===== config.mk =====
export PLATFORM = sky130hd
export DESIGN_NAME = lock_chamber_ctrl
export DESIGN_NICKNAME = d
export VERILOG_FILES = /design/src/rtl/lock_chamber_ctrl.sv
export SDC_FILE = /design/constraint.sdc
export NUM_CORES = 1
export LEC_CHECK = 0
export ABC_CLOCK_PERIOD_IN_PS = 2900
export CORE_MARGIN = 4
export CORE_UTILIZATION = 25
export DETAILED_ROUTE_END_ITERATION = 12
export DONT_BUFFER_PORTS = 1
export GPL_TIMING_DRIVEN = 0
export SYNTH_ARGS = -nofsm -noshare
export SYNTH_HDL_FRONTEND = slang
export SYNTH_SLANG_ARGS = --single-unit

===== constraint.sdc =====
create_clock -name clk -period 2.9 [get_ports clk]
set_clock_uncertainty 0.2 [all_clocks]
set_input_delay 0.58 -clock clk [delete_from_list [all_inputs] [get_ports clk]]
set_output_delay 0.58 -clock clk [all_outputs]
set_load 0.01 [all_outputs]

===== src/rtl/lock_chamber_ctrl.sv =====
// Airlock chamber sequencer: flood / outer hatch / drain / inner hatch for arrivals and departures.
// Every output is a flop loaded from the next-state decode, so the hatch interlock holds in every cycle.
module lock_chamber_ctrl #(
  parameter int FILL_CYCLES  = 7,
  parameter int DRAIN_CYCLES = 8,
  parameter int CNT_W        = 4
) (
  input  logic             clk,
  input  logic             reset,
  input  logic             arriving,
  input  logic             departing,
  input  logic             subIn,
  output logic             outerDoor,
  output logic             innerDoor,
  output logic             filling,
  output logic             draining,
  output logic             busy,
  output logic             done,
  output logic [CNT_W-1:0] countdown
);

  typedef enum logic [3:0] {
    IDLE, A_FILL, A_OUTER, A_DRAIN, A_INNER,
    D_INNER, D_FILL, D_OUTER, D_DRAIN
  } state_t;

  localparam logic [CNT_W-1:0] FILL_N  = CNT_W'(FILL_CYCLES);
  localparam logic [CNT_W-1:0] DRAIN_N = CNT_W'(DRAIN_CYCLES);
  localparam logic [CNT_W-1:0] ONE     = CNT_W'(1);

  state_t           state, nxt;
  logic [CNT_W-1:0] cnt, cnt_nxt;
  logic             done_nxt;
  logic             expire;

  // The phase ends on the edge that would take the count below 1.
  assign expire = (cnt <= ONE);

  always_comb begin
    nxt      = state;
    cnt_nxt  = '0;
    done_nxt = 1'b0;
    case (state)
      IDLE: begin
        if (arriving) begin
          nxt     = A_FILL;
          cnt_nxt = FILL_N;
        end else if (departing) begin
          nxt = D_INNER;
        end
      end
      A_FILL: begin
        if (expire) nxt = A_OUTER;
        else        cnt_nxt = cnt - ONE;
      end
      A_OUTER: begin
        if (subIn) begin
          nxt     = A_DRAIN;
          cnt_nxt = DRAIN_N;
        end
      end
      A_DRAIN: begin
        if (expire) nxt = A_INNER;
        else        cnt_nxt = cnt - ONE;
      end
      A_INNER: begin
        if (!subIn) begin
          nxt      = IDLE;
          done_nxt = 1'b1;
        end
      end
      D_INNER: begin
        if (subIn) begin
          nxt     = D_FILL;
          cnt_nxt = FILL_N;
        end
      end
      D_FILL: begin
        if (expire) nxt = D_OUTER;
        else        cnt_nxt = cnt - ONE;
      end
      D_OUTER: begin
        if (!subIn) begin
          nxt     = D_DRAIN;
          cnt_nxt = DRAIN_N;
        end
      end
      D_DRAIN: begin
        if (expire) begin
          nxt      = IDLE;
          done_nxt = 1'b1;
        end else begin
          cnt_nxt = cnt - ONE;
        end
      end
      default: nxt = IDLE;
    endcase
  end

  always_ff @(posedge clk or negedge reset) begin
    if (!reset) begin
      state     <= IDLE;
      cnt       <= '0;
      outerDoor <= 1'b0;
      innerDoor <= 1'b0;
      filling   <= 1'b0;
      draining  <= 1'b0;
      busy      <= 1'b0;
      done      <= 1'b0;
    end else begin
      state     <= nxt;
      cnt       <= cnt_nxt;
      outerDoor <= (nxt == A_OUTER) || (nxt == D_OUTER);
      innerDoor <= (nxt == A_INNER) || (nxt == D_INNER);
      filling   <= (nxt == A_FILL)  || (nxt == D_FILL);
      draining  <= (nxt == A_DRAIN) || (nxt == D_DRAIN);
      busy      <= (nxt != IDLE);
      done      <= done_nxt;
    end
  end

  // cnt is cleared on every edge that leaves or bypasses a fill/drain phase.
  assign countdown = cnt;

endmodule


==> reports/metrics.yaml, run 1 <==
outcome:
  outcome: "finished clean"
flow_run:
  maxCapViolations: 0
placed_design:
  gp_congestion: 0.910
  numPortBuffers: 0
  hpwl_um: 1490
  placed_cells: 141
grt:
  met1_usage_pct: 13.1
  met2_usage_pct: 16.0
  antenna_found_initial: 0
  grt_usage_pct: 9.93
  grt_pass1_wl_um: 3470
  grt_max_degree: 15
  grt_overflow: 0
  busiest_layer: "met2"
  first_global_vias: 729
  use_met3_pct: 3.99
finish:
  nNetsFinal: 108
  area_delta_synth_final_pct: 12.1
  fin_cells: 146
  post-route-util_pct: 29.2
  drive_above_1_share_pct: 18.0
  fillCellCount: 387
  final_common_cell: "dfrtp_1"
  layout_common_cells: "dfrtp_1, o21ai_0, inv_1, nor2_1"
  diodes: 0
timing:
  hold_viol: 0
  holdWs_ps: 280
  slew_headroom_pct: 56.5
  setup_viol: 0
  slew_viol_final: 0
  max_freq_mhz: 375
  rsz0062_at_grt: "no"
  post-route-min-period_ps: 2670
  setup_tns_ps: 0
  period_share_pct: 91.9
  worst_pin_slew_ps: 651
synth:
  syn_nets: 102
  synth_ff_type: "dfrtp_1"
  synth-edff-count: 0
  synth_seq_cells: 14
  synthesis.area_um2: 876
  avgSynthCellArea_um2: 9.22
  ys_async_sr_fraction_pct: 100
  synthCells: 95
  yosysUniqueCellTypes: 37
  yosys_warnings: 0
  ys_seq_area_share_pct: 40.0
power_and_ir_drop:
  power_frac_seq_pct: 30.5
  clkPwrFrac_pct: 12.1
  switching_share_pct: 45.6
  p_comb_share_pct: 57.4
  intPower_mw: 0.647
  power.leakage_nw: 0.421
  irDropWorstVdd_v: 0.000406
  p_switching_mw: 0.542
  powerDensity_nw_per_um2: 1210
  power_mw: 1.19
critical_path:
  crit_path_frequent_cell: "inv_1"
  required_ps: 2870
  crit_cells: 8
  cp-endpoint: "busy"
  path_class: "flip-flop to flip-flop"
  r2r_cells: 8
  end_kind: "flip-flop"
  arrival_ps: 2630
  cpPeakStageDelay_ps: 550
  r2r_slack_ps: 230
  worstReg2RegStart: "countdown[0]"
  cp_top_family: "simple AND/OR/NAND/NOR gates"
  r2r-end: "busy"
  critPathLaunchType: "flip-flop"
  cpMaxStageDelayCell: "or4b_1"
  crit_chain: "inv_1 -> ha_1 -> nor2_2 -> o41ai_1 -> a311oi_2 -> inv_1 -> or4b_1 -> nand2b_1"
  setup.worst_path.start: "countdown[0]"
  crit_path_max_fanout: 5
  crit_buf_inv: 2
floorplan:
  initial_utilization_pct: 26.0
  io_pins: 15
  rows: 21
  die-area_um2: 4510
  die_h_um: 67.2
  core_um2: 3360
  fp.dieW_um: 67.2
route:
  drc: 0
  postRouteAntennaNets: 0
  post_drt_via_cell_ratio: 4.92
  drt_iter0_markers: 34
  wire_per_inst_um: 13.5
  wirelength_um: 1980
  drtPass1Iterations: 4
  num_vias: 719
min_path:
  holdCritPathClass: "input port to flip-flop"
clock_tree:
  clk_latency_ps: 280
  numCtsBuffers: 3
  cts.sinks: 14
  clk_pin_slew_worst_paths_ps: 90
  cts_buffer_depth: 2
  cts_tree: "done"
  cts_htree_levels: 1
  clock-root-buffer: "clkbuf_4"
## worst register-to-register path: stages, from the launching register on
cell	delay (ps)
dfrtp_1	470
inv_1	80
ha_1	250
nor2_2	210
o41ai_1	120
a311oi_2	350
inv_1	160
or4b_1	550
nand2b_1	160
## power by group through the flow
stage | combinational (mW) | sequential, mW | clock, mW
after global routing | 0.774 | 0.375 | 0.160
after CTS | 0.677 | 0.366 | 0.150
after global placement | 0.652 | 0.364 | 0
final | 0.682 | 0.363 | 0.144
after floorplan | 0.547 | 0.348 | 0
after detailed placement | 0.670 | 0.368 | 0
## state kept, by name, indices dropped and copies added (netlist names)
signal and count:
countdown 4, filling 1, done 1, busy 1
innerDoor 1, outerDoor 1, state 4, draining 1
## cells by family after synthesis
logic type	count (synthesis)	synth area share (%)
compound gates	25	20.3
fa+ha+maj	2	2.86
buf+inv	12	7.86
flops	14	40.0
mux	2	2.43
simple gates	40	26.6
## routing by layer
metal | vias up | routed length [um] | part of all wire, %
li1 | 353 | - | -
met1 | 334 | 859 | 43
met2 | 30 | 948 | 48
met3 | 2 | 154 | 7.8
met4 | 0 | 12 | 0.61
met5 | - | 0 | 0
## cells in the mapped netlist, types with 2 or more instances
master | n | area, um^2
a211o_1 | 2 | 17.5
nor2b_1 | 2 | 12.5
or4b_1 | 2 | 20.0
nand2_1 | 5 | 18.8
buf_4 | 2 | 15.0
ha_1 | 2 | 25.0
o21ai_0 | 9 | 45.0
nor3_1 | 5 | 25.0
or2_2 | 2 | 12.5
dfrtp_1 | 14 | 350
or4_1 | 2 | 15.0
nor2_1 | 8 | 30.0
inv_1 | 7 | 26.3
buf_6 | 2 | 22.5
nand2b_1 | 5 | 31.3
o31ai_1 | 2 | 15.0
and2b_2 | 2 | 17.5
a21oi_1 | 3 | 15.0
## layout make-up
cell class	instances	area, um^2	area share, %
tap	46	57.6	5.86
clock buffer	4	36.3	3.69
inverter	7	26.3	2.68
timing repair buffer	1	10.0	1.02
multi-input combinational	69	459	46.8
buffer	5	42.5	4.33
sequential	14	350	35.7
## worst min path at each step
stage,start,to,slack (ps),cells past startpoint
floorplan,reset,busy,80,0
global placement,reset,innerDoor,80,0
detailed placement,reset,innerDoor,80,0
CTS,subIn,done,270,2
global route,subIn,done,260,2
finish,subIn,done,280,2
## per-stage QoR
step                setup slack, ps  instance area [um^2]
CTS                             151                   980
floorplan                       481                   876
global placement                206                   933
finish                          234                   982
global route                   7.50                   982
detailed placement              191                   933
## what timing repair did
item	CTS	global route
buffers inserted	0	0
endpoints found under the hold margin	14	0
endpoints found under the setup margin	0	2
gates resized for setup	0	1
hold buffers	1	0
(Power assumes the default switching activity.)
==> run 2: changes to the inputs <==
- ABC_CLOCK_PERIOD_IN_PS: 2900 -> default
- CAP_MARGIN: default -> 15
==> results of run 2 <==
Same layout as run 1: the final DEF is identical, and so are final timing and power.
==> run 3: changes to the inputs <==
- GPL_TIMING_DRIVEN: 0 -> default
- PLACE_DENSITY: default -> 0.44
==> run 3 against run 2 <==
  * Maximum frequency grew 1.6%
  * Cell count is 2.1% lower
  * Die area did not move
  * Global-route usage is 0.063 points lower
  * Largest cell class unchanged
==> reports/metrics.yaml, run 3 (synthesized netlist as in run 1, its figures left out) <==
route:
  drc: 0  # unchanged
  wire_per_inst_um: 13.5  # about the same
  postRouteAntennaNets: 0  # unchanged
  wirelength_um: 1930  # was 1980 um
  post_drt_via_cell_ratio: 4.96  # was 4.92
  drt_iter0_markers: 22  # was 34
  drtPass1Iterations: 4  # unchanged
  num_vias: 709  # was 719
floorplan:
  die_h_um: 67.2  # unchanged
  core_um2: 3360  # unchanged
  rows: 21  # unchanged
  fp.dieW_um: 67.2  # unchanged
  initial_utilization_pct: 26.0  # unchanged
  io_pins: 15  # unchanged
  die-area_um2: 4510  # unchanged
critical_path:
  worstReg2RegStart: "countdown[0]"  # unchanged
  path_class: "flip-flop to flip-flop"  # unchanged
  cpPeakStageDelay_ps: 560  # was 550 ps
  crit_cells: 8  # unchanged
  crit_buf_inv: 2  # unchanged
  crit_path_max_fanout: 5  # unchanged
  r2r_slack_ps: 280  # was 230 ps
  critPathLaunchType: "flip-flop"  # unchanged
  arrival_ps: 2580  # was 2630 ps
  r2r_cells: 8  # unchanged
  cp_top_family: "simple AND/OR/NAND/NOR gates"  # unchanged
  setup.worst_path.start: "countdown[0]"  # unchanged
  end_kind: "flip-flop"  # unchanged
  cpMaxStageDelayCell: "or4b_1"  # unchanged
  cp-endpoint: "busy"  # unchanged
  crit_chain: "inv_1 -> ha_1 -> nor2_2 -> o41ai_1 -> a311oi_2 -> inv_1 -> or4b_1 -> nand2b_1"  # unchanged
  required_ps: 2860  # was 2870 ps
  r2r-end: "busy"  # unchanged
  crit_path_frequent_cell: "inv_1"  # unchanged
outcome:
  outcome: "finished clean"  # unchanged
timing:
  period_share_pct: 90.5  # was 91.9%
  setup_tns_ps: 0  # unchanged
  post-route-min-period_ps: 2620  # was 2670 ps
  holdWs_ps: 307  # was 280 ps
  setup_viol: 0  # unchanged
  rsz0062_at_grt: "no"  # unchanged
  hold_viol: 0  # unchanged
  slew_headroom_pct: 55.6  # was 56.5%
  worst_pin_slew_ps: 663  # was 651 ps
  max_freq_mhz: 381  # was 375 MHz
  slew_viol_final: 0  # unchanged
grt:
  grt_pass1_wl_um: 3290  # was 3470 um
  grt_max_degree: 18  # was 15
  grt_usage_pct: 9.87  # was 9.93%
  antenna_found_initial: 0  # unchanged
  grt_overflow: 0  # unchanged
  first_global_vias: 697  # was 729
placed_design:
  hpwl_um: 1490  # about the same
  numPortBuffers: 0  # unchanged
  gp_congestion: 0.727  # was 0.910
clock_tree:
  cts_buffer_depth: 2  # unchanged
  clk_pin_slew_worst_paths_ps: 80  # was 90 ps
  numCtsBuffers: 3  # unchanged
  cts_htree_levels: 1  # unchanged
  clock-root-buffer: "clkbuf_4"  # unchanged
  cts_tree: "done"  # unchanged
  cts.sinks: 14  # unchanged
  clk_latency_ps: 280  # about the same
min_path:
  holdCritPathClass: "input port to flip-flop"  # unchanged
finish:
  final_common_cell: "dfrtp_1"  # unchanged
  fillCellCount: 377  # was 387
  drive_above_1_share_pct: 15.5  # was 18.0%
  area_delta_synth_final_pct: 9.00  # was 12.1%
  nNetsFinal: 105  # was 108
  post-route-util_pct: 28.4  # was 29.2%
  layout_common_cells: "dfrtp_1, o21ai_0, inv_1, nor2_1"  # unchanged
  diodes: 0  # unchanged
power_and_ir_drop:
  power.leakage_nw: 0.404  # was 0.421 nW
  powerDensity_nw_per_um2: 1210  # about the same
  irDropWorstVdd_v: 0.000290  # was 0.000406 V
flow_run:
  maxCapViolations: 0  # unchanged
-- run 3: worst min-delay path by stage --
stage / startpoint / end / cells after the start
after floorplan: reset / busy / 0
after CTS: subIn / done / 2
final: subIn / done / 2
after global routing: subIn / done / 2
after global placement: reset / countdown[3] / 0
after detailed placement: reset / countdown[3] / 0
-- run 3: power by group --
group	switching [mW]	internal [mW]
Clock	0.0638	0.0763
Sequential	0.117	0.275
Combinational	0.352	0.271
-- run 3: per-stage QoR --
step | cell area [um^2] | setup WS (ps) | std cells | power [mW]
after floorplan | 876 | 481 | 95 | 0.895
after global placement | 906 | 305 | 138 | 1.00
after detailed placement | 906 | 238 | 138 | 1.01
after CTS | 952 | 194 | 143 | 1.16
after global routing | 955 | 77.0 | 143 | 1.28
final | 955 | 277 | 143 | 1.15
-- run 3: layout make-up --
cell class                      count  area [um^2]  share of cell area (%)
Inverter                            7         26.3                    2.75
Sequential cell                    14          350                    36.7
Tap cell                           46         57.6                    6.03
Multi-Input combinational cell     69          459                    48.1
Timing Repair Buffer                3         25.0                    2.62
Clock buffer                        4         36.3                    3.80
-- run 3: timing repair --
item | CTS | global route
buffers inserted | 0 | 0
setup endpoints to repair | 0 | 1
hold endpoints to repair | 14 | 0
resized for setup | 0 | 1
hold buffers | 1 | 0
-- run 3: per-layer routing --
| layer | vias up | global-route usage, % | part of all wire, % |
|---|---|---|---|
| met5 | - | 0 | 0 |
| met4 | 0 | 1.52 | 0 |
| met3 | 0 | 4.16 | 5.3 |
| met2 | 11 | 17.1 | 52 |
| met1 | 346 | 11.6 | 43 |
| li1 | 352 | - | - |
==> RTL edit 1: new RTL, config.mk and constraints of run 1 <==
Re-encode `state_t` (9 states) as one-hot, 9 bits wide.
--- a/src/rtl/lock_chamber_ctrl.sv
+++ b/src/rtl/lock_chamber_ctrl.sv
@@ -19,9 +19,9 @@
   output logic [CNT_W-1:0] countdown
 );
 
-  typedef enum logic [3:0] {
-    IDLE, A_FILL, A_OUTER, A_DRAIN, A_INNER,
-    D_INNER, D_FILL, D_OUTER, D_DRAIN
+  typedef enum logic [8:0] {
+    IDLE = 9'b000000001, A_FILL = 9'b000000010, A_OUTER = 9'b000000100, A_DRAIN = 9'b000001000, A_INNER = 9'b000010000,
+    D_INNER = 9'b000100000, D_FILL = 9'b001000000, D_OUTER = 9'b010000000, D_DRAIN = 9'b100000000
   } state_t;
 
   localparam logic [CNT_W-1:0] FILL_N  = CNT_W'(FILL_CYCLES);
Check against the original RTL: same outputs for any inputs over 10 cycles, from zero or initial values and one cycle with reset low; not proved beyond that.
==> RTL edit 1 against run 1 <==
Cell area rose by 28%. Total power fell by 3.4%. Sequential cell count rose by 5. Count of clock-buffer cells in the layout did not move. Utilization fell by 0.55 points. Worst hold slack improved by 0.033 ns. Setup slack improved by 0.25 ns. Sequential share of layout area rose by 2.3 points. Maximum frequency rose by 11%. Area after synthesis rose by 30%. Non-clock buffer count rose by 2. First-iteration DRC count rose by 41%. Wire length rose by 36%. Critical path type unchanged. Critical endpoint is now draining$_DFF_PN0_.
==> RTL edit 1: results (changes against run 1) <==
worst_setup_path:
  ff2ff_setup_slack_ns: 0.49  # +0.25 ns
  cp.arrival_ns: 2.41  # -0.22 ns
  crit_fanout: 10  # +5
place:
  dp_cells: 169  # +20%
  gp_congestion: 0.9514  # +4.5%
  port-buffer-count: 0  # unchanged
  place_hpwl_um: 1963  # +32%
  place_area_um2: 1201  # +29%
clock_tree:
  clock_latency_ns: 0.26  # -0.02 ns
  post_cts_buffers: 0  # unchanged
  clock_tree.root_cell: "clkbuf_8"
  htreeDepth: 1  # unchanged
  clkTransAtPathRegs_ns: 0.07  # -0.02 ns
  clock_tree.buffer_depth: 2  # unchanged
routing:
  drt-initial-drc-count: 48  # +41%
  first_pass_iters: 4  # unchanged
  post_drt_wl_per_cell_um: 15.40  # +14%
  routed_wl_um: 2679  # +36%
  vias: 951  # +32%
power:
  p_int_w: 0.0006549  # +1.3%
  power_leakage_nw: 0.5327  # +27%
  ir_worst_vdd_mv: 0.2838  # -30%
synthesis:
  synthAdderAreaFrac_pct: 2.203  # -0.65 points
  synth-xor-area-share_pct: 3.084  # +3.1 points
  ys_types: 48  # +30%
  synth.area.top_cells: "dfrtp_1 (40%), buf_6 (4.0%), nor3_1 (3.5%)"
  synthArstFlopShare_pct: 100.0  # unchanged
  synth_mux_area_share_pct: 0.8811  # -1.5 points
  syn_nets: 124  # +22%
  yosysSeqAreaShare_pct: 41.96  # +2.0 points
  synth_compound_area_share_pct: 19.60  # -0.68 points
  synthTopCellsByCount: "dfrtp_1 (18), nor2_1 (10), nor3_1 (8), o21ai_0 (8), inv_1 (7)"
  avgSynthCellArea_um2: 9.710  # +5.3%
grt:
  grt_max_degree: 20  # +5
  grt_use_total_pct: 10.19  # +0.26 points
  grt_pass1_wl_um: 4388  # +26%
  antenna_found_initial: 0  # unchanged
  grt_pass1_vias: 891  # +22%
hold_path:
  hp-class: "input port to flip-flop"
finish:
  drive_above_1_share_pct: 15.57  # -2.4 points
  fin_nets: 130  # +20%
  fillers: 460  # +19%
  diodes: 0  # unchanged
run_status:
  outcome: "complete, no violations"
sta:
  worst_pin_slew_ns: 0.8678  # +0.2173 ns
## RTL edit 1: power by group through the flow
stage | clock [W] | combinational (W) | sequential, W
floorplan | 0 | 0.000439 | 0.000397
global placement | 0 | 0.000526 | 0.000414
detailed placement | 0 | 0.000540 | 0.000413
CTS | 0.000191 | 0.000550 | 0.000409
global route | 0.000204 | 0.000613 | 0.000416
finish | 0.000186 | 0.000555 | 0.000407
## RTL edit 1: metal layers
metal / part of all wire, % / GRT usage, % / wire [µm]
met5: 0 / 0 / 0
met4: 2.7 / 6.408 / 72
met3: 5.3 / 0.9235 / 143
met2: 51 / 16.40 / 1355
met1: 41 / 13.11 / 1107
## RTL edit 1: final cells by class
class	count	share of cell area, %
Tap cell	52	5.179
Sequential cell	19	37.95
Inverter	7	2.092
Timing Repair Buffer	1	0.7968
Clock buffer	4	3.586
Buffer	7	4.681
Multi-Input combinational cell	84	45.72
## RTL edit 1: path summary, 6_finish.rpt
path / from / endpoint / depth (start not counted)
max in group asynchronous: reset / state[5]$_DFF_PN0_ / 1
min in group asynchronous: reset / state[6]$_DFF_PN0_ / 1
hold / removal: arriving / state[5]$_DFF_PN0_ / 2
setup reg to reg: state[5]$_DFF_PN0_ / draining$_DFF_PN0_ / 6
setup / recovery: state[5]$_DFF_PN0_ / draining$_DFF_PN0_ / 6
hold reg to reg: state[5]$_DFF_PN0_ / state[8]$_DFF_PN0_ / 2
## RTL edit 1: cells by family after synthesis
logic type,Yosys count
DFF,19
AOI/OAI and AO/OA,28
xor gates and xnor gates,4
and+or+nand+nor,49
buffers and inverters,14
adders and majority gates,2
muxes,1
## RTL edit 1: metrics by stage
step | hold slack, ns | worst slack [ns] | util, %
floorplan | 0.08441 | 0.5734 | -
global placement | 0.08488 | 0.3839 | 27.40
detailed placement | 0.08484 | 0.3919 | 27.40
CTS | 0.3165 | 0.5128 | 28.65
global route | 0.3101 | 0.3465 | 28.65
finish | 0.3137 | 0.4883 | 28.65
## RTL edit 1: critical path: stages (launching register included)
cell       delay (ns)
dfrtp_1          0.38
buf_6            0.14
nor4_2           0.63
o2111ai_1        0.25
a211o_1          0.41
o2bb2ai_1        0.21
or2_2            0.14
## RTL edit 1: timing repair
item / in CTS / in global routing
hold buffers: 1 / 0
endpoints found under the hold margin: 19 / 0
gates resized for setup: 0 / 0
==> RTL edit 2: new RTL, settings of run 1 <==
Made on the original files. The parameter `CNT_W` goes from 4 to 6.
--- a/src/rtl/lock_chamber_ctrl.sv
+++ b/src/rtl/lock_chamber_ctrl.sv
@@ -3,7 +3,7 @@
 module lock_chamber_ctrl #(
   parameter int FILL_CYCLES  = 7,
   parameter int DRAIN_CYCLES = 8,
-  parameter int CNT_W        = 4
+  parameter int CNT_W        = 6
 ) (
   input  logic             clk,
   input  logic             reset,
Interface: changed (resized countdown); port bits go from 15 to 17. The function was not compared with the original's and may differ.
==> RTL edit 2 against run 1 <==
First-iteration DRC count down 56%. Cell area up 7.1%. Maximum frequency up 14%. Non-clock buffer count unchanged. Area after synthesis up 6.1%. Sequential cell count up 2. Sequential share of layout area up 2.4 points. Wire length up 4.4%. Via count down 0.28%. Critical path depth down 2. Total power up 16%. Final cell count up 2.1%. Setup slack better by 0.33 ns. Largest cell class unchanged. Highest routed layer unchanged.
==> RTL edit 2: results (changes against run 1) <==
synthesis:
  synth_compound_area_share_pct: 14.94  # -5.3 points
  ys_types: 40  # +8.1%
  avgSynthCellArea_um2: 9.486  # +2.9%
  synthAdderAreaFrac_pct: 2.692  # -0.17 points
  yosysWarnings: 0  # unchanged
  synth_mux_area_share_pct: 2.153  # -0.28 points
  synthTopCellsByCount: "dfrtp_1 (16), nor2_1 (11), nand2_1 (6)"
  yosysSeqAreaShare_pct: 43.07  # +3.1 points
  synth-xor-area-share_pct: 4.711  # +4.7 points
  synthArstFlopShare_pct: 100.0  # unchanged
  synth.area.top_cells: "dfrtp_1 (43%), nor2_1 (4.4%), xnor2_1 (3.8%)"
finish:
  diodes: 0  # unchanged
  fin_nets: 111  # +2.8%
  largest_register_ffs: 6
  drive_above_1_share_pct: 14.56  # -3.4 points
  stdcell_count: 149  # +2.1%
grt:
  grt_pass1_wl_um: 3512  # +1.2%
  grt_max_degree: 17  # +2
  antenna_found_initial: 0  # unchanged
  grt_pass1_vias: 785  # +7.7%
  grt_use_total_pct: 10.12  # +0.19 points
power:
  p_sw_share_pct: 44.22  # -1.4 points
  power_leakage_nw: 0.4427  # +5.2%
  ir_worst_vdd_mv: 0.6051  # +49%
hold_path:
  hp-class: "input port to flip-flop"
clock_tree:
  post_cts_buffers: 0  # unchanged
  clkTransAtPathRegs_ns: 0.06  # -0.03 ns
  clock_tree.buffer_depth: 2  # unchanged
  htreeDepth: 1  # unchanged
  clock_tree.root_cell: "clkbuf_8"
  clock_latency_ns: 0.25  # -0.03 ns
  numCtsBuffers: 3  # unchanged
worst_setup_path:
  crit_fanout: 5  # unchanged
  ff2ff_setup_slack_ns: 0.56  # +0.33 ns
  cp.arrival_ns: 2.28  # -0.35 ns
  cp_top_family: "simple AND/OR/NAND/NOR gates"
  critPathSlowestCell: "or4_4"
  critPathMaxStageDelay_ns: 0.59  # +0.04 ns
place:
  dp_cells: 144  # +2.1%
  place_hpwl_um: 1535  # +3.2%
  gp_congestion: 0.9289  # +2.1%
  port-buffer-count: 0  # unchanged
  place_ws_ns: 0.5663  # +0.3753 ns
run_status:
  outcome: "complete, no violations"
routing:
  viasPerCell: 4.812  # -2.3%
  first_pass_iters: 4  # unchanged
  drt-initial-drc-count: 15  # -56%
  routed_wl_um: 2061  # +4.4%
sta:
  finalCritPeriodShare_pct: 80.61  # -11 points
  worst_pin_slew_ns: 0.7151  # +0.06455 ns
[RTL edit 2: cells by family (layout without fill, tap and decap cells)]
kind of cell,after synthesis,after routing
compound gates,19,19
xor+xnor,5,5
fa+ha+maj,2,2
buf+inv,11,16
flops,16,16
mux,2,2
simple gates,43,43
[RTL edit 2: path summary, 6_finish.rpt]
path,startpoint,endpoint,depth (start not counted)
worst max-delay path,countdown[3]$_DFF_PN0_,outerDoor$_DFF_PN0_,6
min in group asynchronous,reset,state[3]$_DFF_PN0_,1
worst min register to register,countdown[0]$_DFF_PN0_,countdown[0]$_DFF_PN0_,1
worst min-delay path,departing,state[0]$_DFF_PN0_,2
max in group asynchronous,reset,countdown[0]$_DFF_PN0_,1
worst max register to register,countdown[3]$_DFF_PN0_,outerDoor$_DFF_PN0_,6
[RTL edit 2: layout make-up]
| type | count | area, µm² |
|---|---|---|
| well taps | 46 | 57.56 |
| flip-flops and latches | 16 | 400.4 |
| repair buffers | 1 | 10.01 |
| fillers | 375 | 2416 |
| clock buffers | 4 | 55.05 |
| multi-input cells | 71 | 481.7 |
| plain buffers | 5 | 20.02 |
| inverters | 6 | 27.53 |
[RTL edit 2: metal layers]
metal | vias up | wire length, µm | global-route usage (%)
met3 | 2 | 218 | 5.997
met4 | 0 | 12 | 2.920
li1 | 352 | - | -
met5 | - | 0 | 0
met2 | 20 | 976 | 16.67
met1 | 343 | 854 | 10.93
[RTL edit 2: stage by stage]
step           total power, W  cell area (µm²)  hold slack (ns)  utilization (%)
6_report             0.001373             1052           0.4233            30.34
5_1_grt              0.001518             1052           0.4278            30.34
4_1_cts              0.001391             1052           0.4178            30.34
3_5_place_dp         0.001178            987.2          0.08488            28.46
3_3_place_gp         0.001152            987.2          0.08487            28.46
2_1_floorplan        0.001027            929.6          0.08441                -
[RTL edit 2: what timing repair did]
| action | CTS | global route |
|---|---|---|
| hold buffers | 1 | 0 |
| hold endpoints to repair | 16 | 0 |
| resized for setup | 0 | 0 |
[RTL edit 2: worst register-to-register path, stage by stage, from the launching register on]
cell      delay, ns
dfrtp_1        0.47
or4_4          0.59
or2_4          0.28
o311a_4        0.41
clkinv_4       0.06
nor3_2         0.04
o21a_1         0.18
[RTL edit 2: power groups by stage]
stage	Sequential, W	Combinational [W]	Clock, W
floorplan	0.000411	0.000616	0
global placement	0.000437	0.000714	0
detailed placement	0.000439	0.000739	0
CTS	0.000436	0.000749	0.000205
global route	0.000452	0.000846	0.000220
finish	0.000434	0.000742	0.000197
